==> config.mk <==
export PLATFORM = sky130hd
export DESIGN_NAME = lsu
export DESIGN_NICKNAME = d
export VERILOG_FILES = /design/src/rtl/lsu.sv
export SDC_FILE = /design/constraint.sdc
export NUM_CORES = 1
export LEC_CHECK = 0
export ABC_AREA = 1
export ABC_CLOCK_PERIOD_IN_PS = 2510
export BUFFER_PORTS_ARGS = -buffer_cell sky130_fd_sc_hd__buf_4
export CAP_MARGIN = 20
export CORE_MARGIN = 2
export CORE_UTILIZATION = 35
export DETAILED_ROUTE_END_ITERATION = 16
export GPL_TIMING_DRIVEN = 1
export PLACE_DENSITY = 0.55
export SETUP_SLACK_MARGIN = 0.15
export SYNTH_ARGS = -nofsm -noshare
export SYNTH_HDL_FRONTEND = slang
export SYNTH_SLANG_ARGS = --single-unit
==> constraint.sdc <==
create_clock -name clk -period 2.51 [get_ports clk]
set_input_delay 0.251 -clock clk [delete_from_list [all_inputs] [get_ports clk]]
set_output_delay 0.251 -clock clk [all_outputs]
set_load 0.01 [all_outputs]
==> src/rtl/lsu.sv <==
// Multi-cycle load/store unit: one access per request, lane-aligned bus transfer with byte mask,
// then load extraction and sign/zero extension. Optional misalignment trap: LSU_MISALIGN_CHECK_EN.
module lsu #(
    parameter int unsigned XLEN    = 64,
    parameter int unsigned ALIGN_W = 3
) (
    input  logic              clk,
    input  logic              rst,
    input  logic              lsu_valid,
    output logic              lsu_ready,
    input  logic              lsu_wen,
    input  logic [2:0]        lsu_op,
    input  logic [XLEN-1:0]   lsu_addr,
    input  logic [XLEN-1:0]   lsu_wdata,
    output logic              lsu_resp_valid,
    output logic [XLEN-1:0]   lsu_rdata,
    output logic              lsu_err,
    output logic              dmem_valid,
    input  logic              dmem_ready,
    output logic [XLEN-1:0]   dmem_addr,
    output logic              dmem_wen,
    output logic [XLEN/8-1:0] dmem_wmask,
    output logic [XLEN-1:0]   dmem_wdata,
    input  logic              dmem_rvalid,
    input  logic [XLEN-1:0]   dmem_rdata
);
    localparam int unsigned Lanes = XLEN / 8;

    typedef enum logic [1:0] {StIdle, StReq, StWait, StDone} state_e;

    state_e             state_q, state_d;
    logic [XLEN-1:0]    addr_q, wdata_q, rdata_q, rdata_d;
    logic [2:0]         op_q;
    logic               wen_q;
    logic               accept, misaligned, rdata_en, in_req;
    logic [ALIGN_W-1:0] off_q;
    logic [3:0]         nbytes;
    logic [Lanes-1:0]   wmask;
    logic [XLEN-1:0]    shifted, load_ext;

    assign off_q  = addr_q[ALIGN_W-1:0];
    assign nbytes = 4'd1 << op_q[1:0];
    assign in_req = (state_q == StReq);

`ifdef LSU_MISALIGN_CHECK_EN
    logic               err_q;
    logic [ALIGN_W-1:0] size_m1;

    assign size_m1    = ALIGN_W'((32'd1 << lsu_op[1:0]) - 32'd1);
    assign misaligned = |(lsu_addr[ALIGN_W-1:0] & size_m1);
    assign lsu_err    = (state_q == StDone) && err_q;

    always_ff @(posedge clk or negedge rst) begin
        if (!rst) begin
            err_q <= 1'b0;
        end else if (accept) begin
            err_q <= misaligned;
        end
    end
`else
    assign misaligned = 1'b0;
    assign lsu_err    = 1'b0;
`endif

    always_ff @(posedge clk or negedge rst) begin
        if (!rst) begin
            state_q <= StIdle;
        end else begin
            state_q <= state_d;
        end
    end

    always_comb begin
        state_d        = state_q;
        accept         = 1'b0;
        rdata_en       = 1'b0;
        rdata_d        = '0;
        lsu_ready      = 1'b0;
        lsu_resp_valid = 1'b0;
        dmem_valid     = 1'b0;
        unique case (state_q)
            StIdle: begin
                lsu_ready = 1'b1;
                if (lsu_valid) begin
                    accept = 1'b1;
                    if (misaligned) begin
                        // Trapped access: result reads 0, bus untouched.
                        state_d  = StDone;
                        rdata_en = 1'b1;
                    end else begin
                        state_d = StReq;
                    end
                end
            end
            StReq: begin
                dmem_valid = 1'b1;
                if (dmem_ready) begin
                    state_d = StWait;
                end
            end
            StWait: begin
                if (dmem_rvalid) begin
                    state_d  = StDone;
                    rdata_en = 1'b1;
                    rdata_d  = wen_q ? '0 : load_ext;
                end
            end
            StDone: begin
                lsu_resp_valid = 1'b1;
                state_d        = StIdle;
            end
            default: state_d = StIdle;
        endcase
    end

    always_ff @(posedge clk or negedge rst) begin
        if (!rst) begin
            addr_q  <= '0;
            wdata_q <= '0;
            op_q    <= '0;
            wen_q   <= 1'b0;
            rdata_q <= '0;
        end else begin
            if (accept) begin
                addr_q  <= lsu_addr;
                wdata_q <= lsu_wdata;
                op_q    <= lsu_op;
                wen_q   <= lsu_wen;
            end
            if (rdata_en) begin
                rdata_q <= rdata_d;
            end
        end
    end

    // Lanes past the top of the bus word are simply never enabled.
    always_comb begin
        wmask = '0;
        for (int i = 0; i < int'(Lanes); i++) begin
            wmask[i] = (i >= int'(off_q)) && (i < int'(off_q) + int'(nbytes));
        end
    end

    assign shifted = dmem_rdata >> {off_q, 3'b000};

    always_comb begin
        load_ext = shifted;
        unique case (op_q[1:0])
            2'b00: load_ext = op_q[2] ? {{(XLEN-8){1'b0}}, shifted[7:0]}
                                      : {{(XLEN-8){shifted[7]}}, shifted[7:0]};
            2'b01: load_ext = op_q[2] ? {{(XLEN-16){1'b0}}, shifted[15:0]}
                                      : {{(XLEN-16){shifted[15]}}, shifted[15:0]};
            2'b10: load_ext = op_q[2] ? {{(XLEN-32){1'b0}}, shifted[31:0]}
                                      : {{(XLEN-32){shifted[31]}}, shifted[31:0]};
            2'b11: load_ext = shifted;
            default: load_ext = shifted;
        endcase
    end

    assign dmem_addr  = in_req ? {addr_q[XLEN-1:ALIGN_W], {ALIGN_W{1'b0}}} : '0;
    assign dmem_wen   = in_req && wen_q;
    assign dmem_wmask = in_req ? wmask : '0;
    assign dmem_wdata = in_req ? (wdata_q << {off_q, 3'b000}) : '0;
    assign lsu_rdata  = rdata_q;

endmodule

==> results of run 1 <==
## synthesized netlist by cell type (all sizes together) (2+ instances only)
cell     number
o31ai         4
o221ai        5
nand3        48
o2111ai       3
ha            6
o21a          9
nor2        136
o22ai        25
mux2         95
o21ai       112
buf          86
or2           3
dfrtp       198
and2          2
clkbuf       26
nand3b        2
inv         180
o211ai       18
a21oi       120
nand2       596
## layer usage
layer,global-route usage,vias up
li1,-,6254
met1,0.342,6341
met2,0.463,639
met3,0.0747,117
met4,0.119,4
met5,0,-
## sequential cells by signal, indices dropped and copies added, names as in the netlist
name and flops:
wen_q 1, addr_q 64, lsu_rdata 64, wdata_q 64, state_q 2, op_q 3
## cell usage in the layout (no fill, tap or decap), types with 6 or more instances in the layout
cell type and instances:
a21oi_1 108, diode_2 8, nand2_4 15, inv_2 7
buf_4 452, nand2_1 573, a21oi_2 12, clkbuf_16 21
dfrtp_1 196, inv_1 167, nand2_2 8, o21ai_2 18
buf_12 12, o211ai_1 18, buf_6 27, nor2_2 12
o21ai_4 14, o21a_1 9, o22ai_2 7, dlygate4sd3_1 31
o21ai_0 63, o21ai_1 17, nand3_1 47, mux2_2 95
o22ai_4 6, o22ai_1 12, nor2_1 120
## cells by family (layout without fill, tap and decap cells)
| family | count (synthesis) | after routing | synth area share |
|---|---|---|---|
| multiplexers | 96 | 96 | 0.0889 |
| buffers and inverters | 293 | 752 | 0.106 |
| other | 1 | 12 | 0.000309 |
| adder cells (fa/ha/maj) | 7 | 7 | 0.00783 |
| AND/OR/NAND/NOR | 788 | 788 | 0.253 |
| flip-flops | 198 | 198 | 0.408 |
| AO/OA/AOI/OAI | 300 | 300 | 0.136 |
## worst max-delay path by stage
stage | from | endpoint | slack [ps]
6_report | addr_q[0] | dmem_wdata[53] | -90
5_1_grt | op_q[1] | dmem_wmask[3] | -190
4_1_cts | op_q[0] | dmem_wmask[5] | -130
3_5_place_dp | addr_q[0] | dmem_wdata[61] | 320
3_3_place_gp | addr_q[0] | dmem_wdata[61] | 340
2_1_floorplan | op_q[1] | dmem_wmask[2] | 280
## timing repair
action / CTS / global route
buffers inserted: 23 / 24
pin swaps: 27 / 31
hold buffers: 31 / 0
gates resized for setup: 115 / 121
hold endpoints to repair: 76 / 0
cloned: 5 / 5
endpoints found under the setup margin: 69 / 67
## stage by stage
step	hold slack (ps)	setup slack [ps]	TNS, ps	total power, W
6_report	17.6	-88.7	-842	0.0232
5_1_grt	0.817	-187	-3550	0.0248
4_1_cts	0.190	-126	-795	0.0218
3_5_place_dp	250	317	0	0.0176
3_3_place_gp	252	338	0	0.0175
2_1_floorplan	-44.6	280	0	0.0128
## power by group
group | leakage (nW) | internal (W) | switching [W]
clock network | 0.294 | 0.00136 | 0.00152
logic | 7.14 | 0.00628 | 0.00833
registers | 2.40 | 0.00467 | 0.00104
## cell type report
type	instances	area (um^2)	area share
repair inverters	1	8.76	0.000487
diodes	8	20.0	0.00111
well taps	455	569	0.0316
repair buffers	538	4610	0.256
clock inverters	15	174	0.00967
multi-input cells	1195	6520	0.362
clock buffers	17	425	0.0236
flip-flops and latches	198	4960	0.276
inverters	181	708	0.0394
==> qor.csv, run 1 <==
metric;value;unit
CTS buffer count;17;
failing checks;negative setup slack;
flops & latches, synth;198;
clock sinks;198;
RR Startpoint;addr_q[0];
Post-synth EDFFs;0;
post-synthesis cell type count;38;
Synth area leaders;dfrtp_1 41%, nand2_1 18%, mux2_2 8.8%;
Starting Density;0.353;
Worst Setup End Kind;output pin;
Min-Delay Path Depth;2;
clk_skew;7.90;ps
mean post-synth cell area;7.22;um^2
first-pass GRT wire length;76500;um
Nets;2340;
Worst Setup Start Kind;flop;
power density cells;1290;nW/um^2
gr ovfl total;0;
gpl congestion;0.937;
dpl cell area;15700;um^2
Syn Inst Count;1683;
yosys warns;0;
wirelength, routed;52100;um
DIE WIDTH;190;um
required time worst endpoint;2260;ps
Post-Place Cells;2480;
worst vdd ir;0.000626;V
top sig layer;met5;
initial antenna violation count;9;
layout cells sized above 1;0.354;
num ports;406;
Final Max Slew Viols;0;
Final Cycle Share;1.04;
commonest register cell after synthesis;dfrtp_1;
DR WL met3;4960;um
Hold/Removal Path Class;input port to flop;
outcome;complete, but fails checks;
largest net degree at the start of global routing;83;
Crit path max-delay family;buffers and inverters;
DP HPWL;37700;um
cell count along the critical path;9;
crit-path cells;buf_12 -> buf_16 -> nor2_4 -> clkinvlp_4 -> buf_6 -> o22ai_2 -> nand2_1 -> a21oi_2 -> buf_4;
Non-Filler Instances;2608;
WHS Endpoint;addr_q[19];
Arr. time, crit path;2350;ps
# rows;68;
CP max-delay cell;dfrtp_4;
Worst slew margin;0.529;
FF-to-FF path depth;12;
TritonRoute pass-1 iters;6;
CTS HTree Levels;4;
Via Count;13400;
hold path startpoint;lsu_addr[19];
fin util;0.523;
Post-Syn Area;12100;um^2
CTS max path bufs;2;
vias in the first global route;13000;
post-synthesis sequential area ratio;0.408;
Leak;9.83;nW
fin crit period;2600;ps
root buffer selected by CTS;clkbuf_16;
Worst Max-Slew Pin Slew;707;ps
design area;18000;um^2
die area;36200;um^2
Crit Path Category;flop to output pin;
initial detailed-routing violation count;1020;
met2 wire length;24600;um
DR WL/cell;20.0;um
RSZ-0062 raised after global routing;yes;
cell type with the largest total area after synthesis;dfrtp_1;
total track usage;0.279;
core area;34400;um^2
FFs w/ async S/R, synth;1.00;
fill count;3428;
Hold Fails Final Rpt;0;
Critical Path Max Stage Delay;530;ps
DRC Markers;0;
Max-Cap Viols;0;
Max Freq;385;MHz
worst-path maximum fanout;6;
FF-to-FF End;lsu_rdata[6];
CTS tree;done;
crit path buf inv count;5;
endpoints failing setup;16;
Area Growth Syn to Fin;48.1;%
R2R setup slack;170;ps
share of the synthesized area in the top cell type;0.408;
Routed Antenna Nets;0;
Die Height;190;um
clk_lat worst skew;460;ps
post-DR vias/cell;5.12;
fin worst setup slack;-88.7;ps
M1 WL;20400;um
clock slew at reported path FFs;80;ps
port bufs;401;
(Power assumes the default switching activity.)
==> run 2, diff against run 1 <==
- ABC_AREA: 1 -> default
- CTS_BUF_LIST: default -> sky130_fd_sc_hd__clkbuf_8
==> qor.csv, run 2 <==
metric;value;unit
Final Cycle Share;1.27;
top post-synthesis cells by count;198 x dfrtp_1, 162 x mux2_2, 108 x mux2i_1, 76 x and2_1, 75 x nand2_1;
Total Power;0.0272;W
Non-Filler Instances;2214;
fin util;0.600;
fill count;2850;
XOR/XNOR Fraction of Synth Area;0;
initial detailed-routing violation count;855;
Worst Setup End Kind;output pin;
core area;33700;um^2
Routed Antenna Nets;0;
DRC Markers;0;
die area;35800;um^2
num ports;406;
commonest register cell after synthesis;dfrtp_1;
most frequent cells in the layout;464 x buf_4, 195 x dfrtp_1, 157 x mux2_2;
main combinational cell family by area after synthesis;multiplexers;
CTS buffer count;17;
Adder-Cell Fraction of Synth Area;0.00792;
CTS max path bufs;2;
Arr. time, crit path;2930;ps
vias in the first global route;12200;
commonest non-fill, non-tap cell in the layout;buf_4;
Final Max Slew Viols;0;
R2R setup slack;-210;ps
root buffer selected by CTS;clkbuf_8;
Nets;1960;
CTS HTree Levels;4;
Critical Path Max Stage Delay;390;ps
post-synthesis compound-gate area fraction;0.132;
initial antenna violation count;1;
clk_skew;18.6;ps
CP max-delay cell;dfrtp_1;
share of the synthesized area in the top cell type;0.413;
Psw;0.0116;W
fin crit period;3180;ps
yosys warns;0;
Area Growth Syn to Fin;68.4;%
worst vdd ir;0.000614;V
port bufs;401;
Worst Setup SP;op_q[1];
endpoints failing setup;116;
Worst Setup Start Kind;flop;
Via Count;11800;
Hold Fails Final Rpt;0;
clock slew at reported path FFs;110;ps
combinational fraction of design power;0.693;
Worst slew margin;0.468;
worst hold slack;48.4;ps
layout cells sized above 1;0.556;
DR WL/cell;22.3;um
Starting Density;0.356;
RR Startpoint;addr_q[0];
DIE WIDTH;189;um
WHS Endpoint;lsu_rdata[62];
mean post-synth cell area;10.7;um^2
Clk pwr share;0.085;
gpl congestion;0.997;
Leak;9.13;nW
Syn Inst Count;1125;
sequential group share of total power;0.222;
Crit Path Category;flop to output pin;
Synth area leaders;dfrtp_1 41%, mux2_2 15%, mux2i_1 9.0%;
Post-synth EDFFs;0;
crit-path cells;or2_4 -> inv_4 -> ha_4 -> inv_2 -> fa_2 -> mux2_4 -> mux2_4 -> or2_4 -> a221oi_4 -> buf_4;
Hold/Removal Path Class;input port to flop;
clock sinks;198;
Simple-Gate Fraction of Synth Area;0.125;
gr ovfl total;0;
worst-path maximum fanout;2;
failing checks;negative setup slack;
RSZ-0062 raised after global routing;yes;
wirelength, routed;49500;um
post-synthesis cell type count;55;
power density cells;1340;nW/um^2
CTS tree;done;
Die Height;189;um
required time worst endpoint;2260;ps
mux share of post-synthesis cell area;0.278;
design area;20200;um^2
dpl cell area;16000;um^2
hold path startpoint;dmem_rdata[62];
outcome;complete, but fails checks;
cell type with the largest total area after synthesis;dfrtp_1;
flops & latches, synth;198;
fin worst setup slack;-670;ps
Post-Syn Area;12000;um^2
Max-Cap Viols;0;
post-synthesis sequential area ratio;0.413;
clk_lat worst skew;510;ps
first-pass GRT wire length;73500;um
top-count cell post-synth;dfrtp_1;
post-DR vias/cell;5.35;
largest net degree at the start of global routing;71;
# rows;67;
FF-to-FF End;lsu_rdata[43];
total track usage;0.269;
DP HPWL;33700;um
Max Freq;314;MHz
Post-Place Cells;1963;
Internal;0.0156;W
Sw Share;0.426;
Min-Delay Path Depth;3;
TritonRoute pass-1 iters;5;
Worst Max-Slew Pin Slew;797;ps
FFs w/ async S/R, synth;1.00;
FF-to-FF path depth;15;
-- run 2: worst max-delay path by stage --
stage                                to  slack, ps  cells past startpoint
after floorplan           dmem_wmask[4]       -490                     13
after global placement    dmem_wmask[6]       -120                     10
after detailed placement  dmem_wmask[4]       -240                     12
after CTS                 dmem_wmask[4]       -690                     10
after global routing      dmem_wmask[0]       -780                     11
final                     dmem_wmask[4]       -670                     10
-- run 2: worst max-delay path, delay by kind of cell, from the launching register on --
| kind | cells | cell delay (ps) |
|---|---|---|
| simple gates | 2 | 520 |
| buf+inv | 3 | 250 |
| compound gates | 1 | 190 |
| flops | 1 | 390 |
| fa+ha+maj | 2 | 470 |
| mux | 2 | 590 |
-- run 2: layout make-up --
| type | instances | area [um^2] | share of cell area |
|---|---|---|---|
| multi-input combinational | 821 | 7670 | 0.379 |
| timing repair buffer | 702 | 6550 | 0.324 |
| sequential | 198 | 4960 | 0.245 |
| tap | 448 | 561 | 0.0277 |
| clock buffer | 19 | 262 | 0.0129 |
| clock inverter | 13 | 166 | 0.00823 |
| inverter | 12 | 47.5 | 0.00235 |
| antenna | 1 | 2.50 | 0.000124 |
-- run 2: repair_timing --
| item | in CTS | in global routing |
|---|---|---|
| buffers inserted | 46 | 19 |
| endpoints found under the setup margin | 194 | 180 |
| resized for setup | 259 | 96 |
| endpoints found under the hold margin | 196 | 0 |
| pin swaps | 89 | 47 |
| hold buffers | 133 | 0 |
| cloned | 16 | 4 |
-- run 2: layer usage --
metal / up-vias / share of wire / track usage
met5: - / 0 / 0
met4: 0 / 0.033 / 0.0951
met3: 99 / 0.071 / 0.0482
met2: 560 / 0.49 / 0.453
met1: 5874 / 0.40 / 0.348
li1: 5311 / - / -
-- run 2: cell families (layout without fill, tap and decap cells) --
logic type | Yosys count | in the layout
buf+inv | 110 | 746
flops | 198 | 198
other cells | 1 | 5
compound gates | 221 | 222
simple gates | 299 | 299
fa+ha+maj | 7 | 7
mux | 289 | 289
-- run 2: power groups by stage --
stage	clock [W]	sequential, W	combinational, W
2_1_floorplan	0	0.00573	0.00873
3_3_place_gp	0	0.00591	0.0138
3_5_place_dp	0	0.00596	0.0139
4_1_cts	0.00239	0.00595	0.0174
5_1_grt	0.00252	0.00622	0.0199
6_report	0.00232	0.00603	0.0188
-- run 2: stage by stage --
step | TNS (ps) | setup WS [ps]
3_3_place_gp | -1420 | -119
4_1_cts | -9320 | -695
5_1_grt | -30130 | -782
3_5_place_dp | -1610 | -239
2_1_floorplan | -2650 | -494
6_report | -20240 | -670
==> run 3, diff against run 2 <==
==> constraint.sdc (replaced) <==
create_clock -name clk -period 2.51 [get_ports clk]
set_input_delay 0 -clock clk [delete_from_list [all_inputs] [get_ports clk]]
set_output_delay 0 -clock clk [all_outputs]
set_load 0.01 [all_outputs]
==> qor.csv, run 3 (synthesized netlist as in run 2, its figures left out) <==
metric;value;unit
outcome;complete, but fails checks;
failing checks;negative setup slack;
crit-path cells;or2_4 -> inv_4 -> ha_4 -> inv_2 -> fa_2 -> mux2_4 -> mux2_4 -> or2_4 -> a221oi_4 -> buf_4;
sequential group share of total power;0.236;
critical path endpoint;dmem_wmask[4];
met2 Use GR;0.419;
Area Growth Syn to Fin;62.3;%
vias in the first global route;11600;
clock sinks;198;
most frequent cells in the layout;459 x buf_4, 195 x dfrtp_1, 159 x mux2_2;
Routed Antenna Nets;0;
Hold/Removal Path Class;input port to async pin;
Worst Setup SP;op_q[0];
met3 Usage GRT;0.0606;
CTS max path bufs;2;
Via Count;11600;
Max-Cap Viols;0;
Sw Share;0.434;
Worst slew margin;0.555;
RR Startpoint;addr_q[0];
Starting Density;0.356;
core area;33700;um^2
CTS HTree Levels;4;
die area;35800;um^2
Crit Path Category;flop to output pin;
DR WL/cell;22.5;um
Internal;0.0145;W
CTS buffer count;17;
Final Cycle Share;1.17;
first-pass GRT wire length;69700;um
Worst Setup Start Kind;flop;
Clk pwr share;0.086;
root buffer selected by CTS;clkbuf_8;
wirelength, routed;49000;um
R2R setup slack;100;ps
Worst Max-Slew Pin Slew;668;ps
DRC Markers;0;
gr ovfl total;0;
Critical Path Max Stage Delay;400;ps
Arr. time, crit path;2940;ps
layout cells sized above 1;0.519;
Crit path max-delay family;multiplexers;
setup slack after placement;48.1;ps
worst-path maximum fanout;3;
num ports;406;
commonest non-fill, non-tap cell in the layout;buf_4;
port bufs;401;
worst hold slack;10.7;ps
Nets;1921;
worst vdd ir;0.000635;V
Leak;8.78;nW
gpl congestion;0.925;
TritonRoute pass-1 iters;5;
FF/Latch Area;4960;um^2
endpoints failing setup;8;
total track usage;0.255;
met1 Usage GRT;0.328;
fin crit period;2940;ps
Hold Fails Final Rpt;0;
initial detailed-routing violation count;765;
CP max-delay cell;dfrtp_1;
DP HPWL;33200;um
post-DR vias/cell;5.31;
Psw;0.0111;W
DIE WIDTH;189;um
power density cells;1310;nW/um^2
# rows;67;
CTS tree;done;
Max Freq;340;MHz
FF-to-FF End;lsu_rdata[60];
clk_lat worst skew;520;ps
Final Max Slew Viols;0;
clock slew at reported path FFs;120;ps
largest net degree at the start of global routing;64;
Most Crowded Layer GR;met2;
TNS Setup;-2680;ps
fin worst setup slack;-427;ps
combinational fraction of design power;0.678;
required time worst endpoint;2510;ps
crit path buf inv count;3;
multi-input combinational cell area;7490;um^2
RSZ-0062 raised after global routing;yes;
initial antenna violation count;3;
Worst Setup End Kind;output pin;
cell count along the critical path;10;
FF-to-FF path depth;10;
clk_skew;16.0;ps
Die Height;189;um
fill count;2930;
==> run 3: area by class of cell <==
cell class | instances | area share
antenna | 2 | 0.000257
clock buffer | 19 | 0.0134
clock inverter | 13 | 0.00706
inverter | 12 | 0.00244
multi-input combinational | 820 | 0.384
sequential | 198 | 0.255
tap | 448 | 0.0288
timing repair buffer | 664 | 0.309
==> run 3: layer usage <==
| metal | vias up | part of all wire |
|---|---|---|
| met4 | 2 | 0.032 |
| met2 | 492 | 0.49 |
| met1 | 5730 | 0.41 |
| met5 | - | 0.00018 |
| li1 | 5251 | - |
| met3 | 82 | 0.068 |
==> run 3: worst min-delay path by stage <==
| stage | start | depth (start not counted) | to | slack [ps] |
|---|---|---|---|---|
| after global placement | rst | 1 | lsu_rdata[50] | 30 |
| final | rst | 2 | lsu_rdata[50] | 10 |
| after floorplan | rst | 0 | addr_q[0] | -300 |
| after detailed placement | rst | 1 | lsu_rdata[50] | 30 |
| after CTS | dmem_rdata[21] | 6 | lsu_rdata[21] | 10 |
| after global routing | rst | 2 | lsu_rdata[16] | 40 |
==> run 3: power by group through the flow <==
| stage | clock (W) | combinational (W) | sequential [W] |
|---|---|---|---|
| finish | 0.00221 | 0.0173 | 0.00604 |
| global route | 0.00239 | 0.0184 | 0.00625 |
| CTS | 0.00228 | 0.0146 | 0.00591 |
| detailed placement | 0 | 0.0135 | 0.00599 |
| global placement | 0 | 0.0133 | 0.00594 |
| floorplan | 0 | 0.00873 | 0.00573 |
==> run 3: worst register-to-register path, stage by stage (launching register included) <==
cell and delay (ps):
dfrtp_4 520, buf_4 180, buf_12 150, buf_4 130, mux2_2 300, a22oi_2 220
a211oi_4 110, buf_4 160, buf_12 140, a2111oi_4 290, o21ai_1 90
==> run 3: stage by stage <==
| step | cells | total power, W | instance area [um^2] | util |
|---|---|---|---|---|
| after floorplan | 1128 | 0.0145 | 12100 | - |
| after global placement | 1934 | 0.0192 | 15700 | 0.467 |
| after detailed placement | 1934 | 0.0194 | 15700 | 0.467 |
| after CTS | 2126 | 0.0228 | 18000 | 0.535 |
| after global routing | 2176 | 0.0271 | 19500 | 0.578 |
| final | 2176 | 0.0256 | 19500 | 0.578 |
==> run 3: repair_timing <==
| item | 4_1_cts | 5_1_grt |
|---|---|---|
| setup endpoints to repair | 54 | 102 |
| hold buffers | 148 | 0 |
| cloned | 3 | 19 |
| gates resized for setup | 67 | 159 |
| hold endpoints to repair | 344 | 0 |
| pin swaps | 8 | 27 |
| buffers inserted | 9 | 29 |
